`src/rtl/booth_mul_vr_if.sv`:
```
// booth_mul_vr_if: source/destination handshake bundle for booth_mul_vr.
//   W             operand width; the product is 2*W bits
//   src_valid     operand pair valid              (producer -> multiplier)
//   src_ready     multiplier idle, can accept     (multiplier -> producer)
//   multiplicand  operand M, W bits
//   multiplier    operand Q, W bits
//   src_signed    1 = signed operands, 0 = unsigned (only with BOOTH_MUL_UNSIGNED_EN)
//   dest_valid    product valid                   (multiplier -> consumer)
//   dest_ready    consumer accepts the product    (consumer -> multiplier)
//   product       registered 2*W-bit result
// Modports: master = operand producer / result consumer side, slave = multiplier.
interface booth_mul_vr_if #(
  parameter int W = 16
);
  logic           src_valid;
  logic           src_ready;
  logic [W-1:0]   multiplicand;
  logic [W-1:0]   multiplier;
`ifdef BOOTH_MUL_UNSIGNED_EN
  logic           src_signed;
`endif
  logic           dest_valid;
  logic           dest_ready;
  logic [2*W-1:0] product;

  modport master (
    output src_valid, multiplicand, multiplier,
`ifdef BOOTH_MUL_UNSIGNED_EN
    output src_signed,
`endif
    output dest_ready,
    input  src_ready, dest_valid, product
  );

  modport slave (
    input  src_valid, multiplicand, multiplier,
`ifdef BOOTH_MUL_UNSIGNED_EN
    input  src_signed,
`endif
    input  dest_ready,
    output src_ready, dest_valid, product
  );
endinterface

```
`src/rtl/booth_mul_vr.sv`:
```
// booth_mul_vr: radix-2 Booth sequential multiplier, one Booth step per clock.
//   clk    rising-edge clock
//   rst_n  asynchronous active-low reset
//   bus    booth_mul_vr_if.slave: src_valid/src_ready/multiplicand/multiplier
//          in, dest_valid/dest_ready/product out (see the interface header).
// Flow: IDLE accepts one operand pair, RUN performs N Booth steps, DONE holds
// the product until dest_ready. src_ready/dest_valid decode from state only.
// Optional feature macro BOOTH_MUL_UNSIGNED_EN: adds bus.src_signed; operands
// are extended to W+1 bits (sign or zero) so unsigned operands multiply
// correctly, and N becomes W+1. Default build: two's complement only, N = W.
// The interface instance must be built with the same W as this module.
module booth_mul_vr #(
  parameter int W = 16
) (
  input  logic            clk,
  input  logic            rst_n,
  booth_mul_vr_if.slave   bus
);

`ifdef BOOTH_MUL_UNSIGNED_EN
  localparam int EW = W + 1;   // operand width after sign/zero extension
`else
  localparam int EW = W;
`endif
  localparam int N  = EW;      // Booth iterations
  localparam int AW = EW + 1;  // guard bit keeps A - (-2^(EW-1)) in range
  localparam int CW = $clog2(N);

  typedef enum logic [1:0] {
    IDLE = 2'd0,
    RUN  = 2'd1,
    DONE = 2'd2
  } state_t;

  state_t         state, state_nxt;
  logic [AW-1:0]  a;
  logic [EW-1:0]  q;
  logic [EW-1:0]  m;
  logic           q_1;
  logic [CW-1:0]  cnt;
  logic [2*W-1:0] product;

  logic           last_step;
  logic [EW-1:0]  m_ext, q_ext;
  logic [AW-1:0]  m_wide, a_sum, a_shr;
  logic [EW-1:0]  q_shr;

  assign last_step = (cnt == CW'(N - 1));

  // ---------------------------------------------------------------- FSM
  always_ff @(posedge clk or negedge rst_n) begin
    if (!rst_n) state <= IDLE;
    else        state <= state_nxt;
  end

  always_comb begin
    state_nxt = state;
    case (state)
      IDLE:    if (bus.src_valid)  state_nxt = RUN;
      RUN:     if (last_step)      state_nxt = DONE;
      DONE:    if (bus.dest_ready) state_nxt = IDLE;
      default:                     state_nxt = IDLE;
    endcase
  end

  // ------------------------------------------------- operand extension
`ifdef BOOTH_MUL_UNSIGNED_EN
  // Extra top bit: copy of the sign in signed mode, zero in unsigned mode.
  assign m_ext = {bus.src_signed & bus.multiplicand[W-1], bus.multiplicand};
  assign q_ext = {bus.src_signed & bus.multiplier[W-1],   bus.multiplier};
`else
  assign m_ext = bus.multiplicand;
  assign q_ext = bus.multiplier;
`endif

  // -------------------------------------------------------- Booth step
  assign m_wide = {m[EW-1], m};

  always_comb begin
    a_sum = a;
    case ({q[0], q_1})
      2'b10:   a_sum = a - m_wide;
      2'b01:   a_sum = a + m_wide;
      default: a_sum = a;
    endcase
  end

  // Arithmetic right shift of {A,Q,Q_1}; the bit leaving Q becomes Q_1.
  assign a_shr = {a_sum[AW-1], a_sum[AW-1:1]};
  assign q_shr = {a_sum[0], q[EW-1:1]};

  // ---------------------------------------------------------- datapath
  always_ff @(posedge clk or negedge rst_n) begin
    if (!rst_n) begin
      a       <= '0;
      q       <= '0;
      m       <= '0;
      q_1     <= 1'b0;
      cnt     <= '0;
      product <= '0;
    end else begin
      case (state)
        IDLE: begin
          if (bus.src_valid) begin
            m   <= m_ext;
            q   <= q_ext;
            a   <= '0;
            q_1 <= 1'b0;
            cnt <= '0;
          end
        end
        RUN: begin
          a   <= a_shr;
          q   <= q_shr;
          q_1 <= q[0];
          cnt <= cnt + CW'(1);
          // Low 2W bits of the final {A,Q}; upper extension bits are redundant.
          if (last_step) product <= {a_shr[2*W-EW-1:0], q_shr};
        end
        default: ;
      endcase
    end
  end

  assign bus.src_ready  = (state == IDLE);
  assign bus.dest_valid = (state == DONE);
  assign bus.product    = product;

endmodule

```
`src/flat_wrapper.sv`:
```
// flat-port wrapper written by rule: the top's interface ports become plain ports
module booth_mul_vr_flat 
#(
  parameter int W = 16
)
  (clk, rst_n, bus_src_valid, bus_multiplicand, bus_multiplier, bus_dest_ready, bus_src_ready, bus_dest_valid, bus_product);
  booth_mul_vr_if #(.W(W)) bus_i ();
  input  logic clk;
  input  logic rst_n;
  input wire logic [$bits(bus_i.src_valid)-1:0] bus_src_valid;
  input wire logic [$bits(bus_i.multiplicand)-1:0] bus_multiplicand;
  input wire logic [$bits(bus_i.multiplier)-1:0] bus_multiplier;
  input wire logic [$bits(bus_i.dest_ready)-1:0] bus_dest_ready;
  output wire logic [$bits(bus_i.src_ready)-1:0] bus_src_ready;
  output wire logic [$bits(bus_i.dest_valid)-1:0] bus_dest_valid;
  output wire logic [$bits(bus_i.product)-1:0] bus_product;
  assign bus_i.src_valid = bus_src_valid;
  assign bus_i.multiplicand = bus_multiplicand;
  assign bus_i.multiplier = bus_multiplier;
  assign bus_i.dest_ready = bus_dest_ready;
  assign bus_src_ready = bus_i.src_ready;
  assign bus_dest_valid = bus_i.dest_valid;
  assign bus_product = bus_i.product;
  booth_mul_vr #(.W(W)) u_core (.clk(clk), .rst_n(rst_n), .bus(bus_i));
endmodule
```
`config.mk`:
```
export PLATFORM = sky130hd
export DESIGN_NAME = booth_mul_vr_flat
export DESIGN_NICKNAME = d
export VERILOG_FILES = /design/src/rtl/booth_mul_vr_if.sv /design/src/rtl/booth_mul_vr.sv /design/src/flat_wrapper.sv
export SDC_FILE = /design/constraint.sdc
export NUM_CORES = 1
export LEC_CHECK = 0
export CELL_PAD_IN_SITES_DETAIL_PLACEMENT = 1
export CELL_PAD_IN_SITES_GLOBAL_PLACEMENT = 1
export CORE_MARGIN = 3
export CORE_UTILIZATION = 43
export DETAILED_ROUTE_END_ITERATION = 6
export DONT_BUFFER_PORTS = 1
export PLACE_DENSITY = 0.77
export SLEW_MARGIN = 40
export SYNTH_ARGS = -nofsm -noshare
export SYNTH_HDL_FRONTEND = slang
export SYNTH_SLANG_ARGS = --single-unit
export TNS_END_PERCENT = 10
```
`constraint.sdc`:
```
create_clock -name clk -period 3.51 [get_ports clk]
set_input_delay 0.351 -clock clk [delete_from_list [all_inputs] [get_ports clk]]
set_output_delay 0.351 -clock clk [all_outputs]
set_load 0.05 [all_outputs]
```
* Word-level counts from Yosys, hierarchy flattened
Index checks and enable logic that the tools add are counted.
** Storage, ports and cells
- Input port bits :: 36
- Output and inout port bits :: 34
- Logic and storage cells :: 37
- Register bits after elaboration :: 88
** Cells by class
- Add/sub/neg operators :: 3
- Eq/ne operators :: 8
- Muxes and demuxes :: 13
- Reduce and logical (&&, ||, !) cells :: 6
** Operators by type and width (count)
- $pmux W17 S2 :: 2
- $pmux W16 S2 :: 1
- $add A17 B17 Y17 :: 1
- $mux W17 :: 1
- $sub A17 B17 Y17 :: 1
- $mux W16 :: 1
- $pmux W4 S2 :: 1
- $mux W2 :: 3
- $pmux W2 S3 :: 1
- $reduce_and A2 Y1 :: 3
- $add A4 B1 Y4 const B :: 1
- $eq A2 B1 Y1 const B :: 2
- $eq A2 B2 Y1 const B :: 2
- $eq A4 B4 Y1 const B :: 1
- $mux W4 :: 1
- $ne A2 B2 Y1 const B :: 2
- $reduce_and A3 Y1 :: 1
- $logic_not A2 Y1 :: 1
- $ne A2 B1 Y1 const B :: 1
- $pmux W1 S2 :: 1
- $reduce_bool A2 Y1 :: 1
- $mux W1 :: 1

* Logic depth before layout (Yosys ltp)
- Word-level depth :: 3
- Depth in mapped cells :: 15
- Mapped depth without buffers :: 14

* Least setup slack after synthesis
OpenSTA, ideal clock, no wires.
- Kind :: flip-flop to flip-flop
- Start point :: register u_core.m[5]
- End point :: register u_core.product[31] (netlist: u_core.bus.product[31])
- Setup slack :: 144 ps
- Setup time :: 131 ps
- Buffers on the path :: 1
- Data required time :: 3379 ps
- Stages on the path, launching flop included :: 14
- Arrival time :: 3234 ps
- Clock period less this slack :: 3366 ps
- Cells stage by stage :: dfrtp_1 -> or3_1 -> nor4_1 -> a21oi_1 -> xor2_1 -> ha_1 -> clkbuf_2 -> a21o_1 -> o21bai_1 -> a221oi_1 -> o31a_1 -> mux2i_2 -> xor2_1 -> o21ai_1
** Between the ends
- Longest elaborated chain between the ends :: 2
- Elaborated cells between the ends (all ways) :: 3
- Those cells by class :: 2 x add/sub; 1 x mux
** RTL lines
- start: declaration :: line booth_mul_vr.sv:38 : logic [EW-1:0] m;
- start signal: assignment :: line booth_mul_vr.sv:105 : m <= m_ext;
- $add A17 B17 Y17 or $sub A17 B17 Y17 (tied branches) :: line booth_mul_vr.sv:83, booth_mul_vr.sv:82
- $pmux W17 S2 (*) :: line booth_mul_vr.sv:81 : case ({q[0], q_1})
- end signal: assignment :: line booth_mul_vr.sv:118 : if (last_step) product <= {a_shr[2*W-EW-1:0], q_shr};
- end: declaration :: line booth_mul_vr.sv:41 : logic [2*W-1:0] product;
Every way passes the cells marked *; elsewhere a longest branch is shown, timed or not.
A chain may end at the register's enable or synchronous reset.

* Final worst setup path
- Start point :: register u_core.m[1]
- End point :: register u_core.product[31] (netlist: u_core.bus.product[31])
Same word-level chain as after synthesis.

==> summary.txt <==
Job
  – Max capacitance violation total: 0

Logic synthesis
  – Syn Inst Count: 567
  – #FFs+latches synth: 87
  – Seq/Total Area, Yosys: 0.455
  – Area leader, netlist: dfrtp_1
  – Cell Area, Synth: 4790 µm²
  – Multiplexer share of the synthesized area: 0.0222
  – Area share of fa/ha/maj cells after synthesis: 0.0565
  – Synth Area in Simple Gates: 0.213
  – Largest family of logic cells by synthesized area: simple AND/OR/NAND/NOR gates
  – Synth Flop Type: dfrtp_1
  – Asr flop ratio synth: 1.00
  – Ranking of synthesized cells by area: dfrtp_1 (45%), nand2_1 (12%), ha_1 (5.2%), o21ai_0 (4.9%), a31oi_1 (3.1%)
  – Yosys warning total: 0
  – Synth Area in Compound Gates: 0.168
  – Area share of the largest cell type after synthesis: 0.455
  – Synth Area in XOR/XNOR: 0.0476
  – EDFF count, synth: 0
  – Mapped Avg Cell Area: 8.44 µm²
  – Post-Syn Nets: around 620
  – Library cells used by synthesis: 46

Detailed routing
  – Via-to-Cell Ratio: 5.60
  – Met3 Wirelength: 440 µm
  – Met1 WL: 6.58 mm
  – DR WL met2: 5.79 mm
  – Highest Signal Layer: met4
  – DR vias: 3980
  – DRC: 0
  – Routed Antenna Nets: 0
  – DR iter-0 viols: 251
  – TritonRoute pass-1 iters: 4
  – Total detailed-routing wirelength: 12.9 mm
  – Avg WL per Cell: 18.2 µm

Setup path
  – Reg2Reg Launch Point: u_core.m[1]
  – R2R Setup Slk: 0.02 ns
  – Crit-path slowest cell: dfrtp_1
  – CP endpoint kind: flip-flop
  – Critical setup path kind: flip-flop to flip-flop
  – Critical path peak fanout: 5
  – Largest stage delay on the critical path: 0.41 ns
  – Reg2reg end: u_core.bus.product[31]
  – Reg2Reg Depth: 14
  – Critical path startpoint category: flip-flop
  – Critical path, cell by cell: inv_2 > ha_4 > or3b_4 > nor4_4 > a31oi_1 > xor2_1 > ha_1 > a21oi_2 > o21ai_1 > a221oi_2 > o31a_1 > mux2i_2 > xor2_1 > o21ai_1
  – Critical Path AT: 3.72 ns
  – CP required: between 3 and 4 ns

Die
  – Core area: 10600 µm²
  – Initial Util: 0.454
  – Site Rows: 37
  – DIE AREA: 12400 µm²
  – I/O pin count: 70
  – Die height: 112 µm
  – Chip width: 112 µm

STA
  – Fin crit share: 0.994
  – Max frequency: between 200 and 300 MHz
  – Worst Skew: 0.00819 ns
  – Final setup violation count: 0
  – Worst Slack Setup Final: 0.0217 ns
  – Worst Tran Pin Value: 0.636 ns
  – Slew headroom: 0.572
  – Final hold vios: 0
  – Final Max Tran Viols: 0
  – RSZ-0062 raised after global routing: true
  – Final min period: between 3 and 4 ns

Clocking
  – Reg clk slew, reported paths: around 0.09 ns
  – Clk Tree Root Cell: clkbuf_8
  – CTS tree: yes
  – Cts bufs inserted: 9
  – H-tree depth: 3
  – CTS Sinks: 87
  – Worst skew pair latency: 0.36 ns
  – Deepest clock path buffer count: 2

Status
  – Status: complete, no violations

Place
  – Pre-CTS WS: -0.0185 ns
  – Post-DP HPWL: 8.96 mm
  – GPL Wtd Cong: 0.818
  – Placed inst area: 4950 µm²
  – PortBufs: 0
  – Placed instance count: roughly 700

Global routing
  – Largest net degree at the start of global routing: 88
  – Total GRT Usage: 0.213
  – GR Overflow Total: 0
  – First-pass GRT wire length: 21.8 mm
  – Vias in the first global route: 4220
  – Initial antenna violation count: 0

Final layout
  – Commonest non-fill, non-tap cells in the layout: nand2_1 (152), dfrtp_1 (87), o21ai_0 (46)
  – Final Net Count: 627
  – Layout cells sized above 1: 0.0904
  – Synth-to-Final Area Change: 10.4%
  – Layout Cells excl Fill: 711
  – Design area: between 5000 and 6000 µm²
  – Antenna cells: 0
  – Commonest non-fill, non-tap cell in the layout: nand2_1

Hold path
  – Min-Delay Path Depth: 1
  – HP Class: input port to flip-flop
  – Worst Hold Path EP: u_core.state[1]
  – Min-delay src: bus_dest_ready
==> cell type report <==
cell class                      count  area [µm²]
Fill cell                        1232        5270
Multi-Input combinational cell    432        2470
Sequential cell                    87        2180
Timing Repair Buffer               22         191
Tap cell                          136         170
Clock buffer                       11         141
Inverter                           18        67.6
Clock inverter                      5        65.1
==> worst max-delay path: cells and delay by family (launching register included) <==
family	cells	cell delay, ns
mux	1	0.29
buf+inv	1	0.10
compound gates	6	0.96
fa+ha+maj	2	0.51
xor+xnor	2	0.37
flops	1	0.41
simple gates	2	0.73
==> synthesized netlist by cell type, types with 3 or more instances <==
cell	instances
a211oi_1	3
a21o_1	7
a21oi_1	27
a31oi_1	24
and2_1	3
buf_1	3
clkbuf_1	26
dfrtp_1	87
ha_1	20
inv_1	17
mux2i_1	7
nand2_1	152
nand2b_1	5
nand3_1	17
nand4_1	4
nor2_1	36
nor3_1	10
o211ai_1	5
o21a_1	8
o21ai_0	47
o21ai_1	3
xnor2_1	9
xor2_1	17
==> state kept, by name, indices dropped and copies added (netlist names) <==
signal and cells:
u_core.m 16, u_core.q 16, u_core.q_1 1, u_core.a 16, u_core.cnt 4, u_core.state 2, u_core.bus.product 32
==> repair_timing <==
action / 4_1_cts / 5_1_grt
pin swaps: 1 / 8
hold buffers: 2 / 0
gates resized for setup: 0 / 11
buffers inserted: 0 / 5
hold endpoints to repair: 87 / 0
setup endpoints to repair: 1 / 10
==> through the flow <==
stage               setup TNS, ns  hold WS (ns)   util
floorplan                       0        0.0554      -
global placement                0        0.0579  0.469
detailed placement        -0.0185        0.0581  0.469
CTS                             0        0.0737  0.492
global route               -0.566        0.0784  0.500
finish                          0        0.0927  0.500
==> cells by family after synthesis <==
logic type | after synthesis
buf+inv | 48
fa+ha+maj | 21
simple gates | 240
mux | 10
compound gates | 135
xor+xnor | 26
flops | 87
==> worst max path at each step <==
stage                     cells after the start                     end         from
after floorplan                              13  u_core.bus.product[31]  u_core.m[5]
after global placement                       14  u_core.bus.product[31]  u_core.m[0]
after detailed placement                     14  u_core.bus.product[31]  u_core.m[0]
after CTS                                    14  u_core.bus.product[31]  u_core.m[0]
after global routing                         14  u_core.bus.product[31]  u_core.m[1]
final                                        14  u_core.bus.product[31]  u_core.m[1]
==> layer usage <==
metal | global-route usage | up-vias
li1 | - | 1938
met1 | 0.316 | 1964
met2 | 0.325 | 69
met3 | 0.0380 | 9
met4 | 0.0527 | 0
met5 | 0 | -
Power is not shown: default switching activity piles up to over one toggle a cycle in this logic, so the estimate is an artifact.
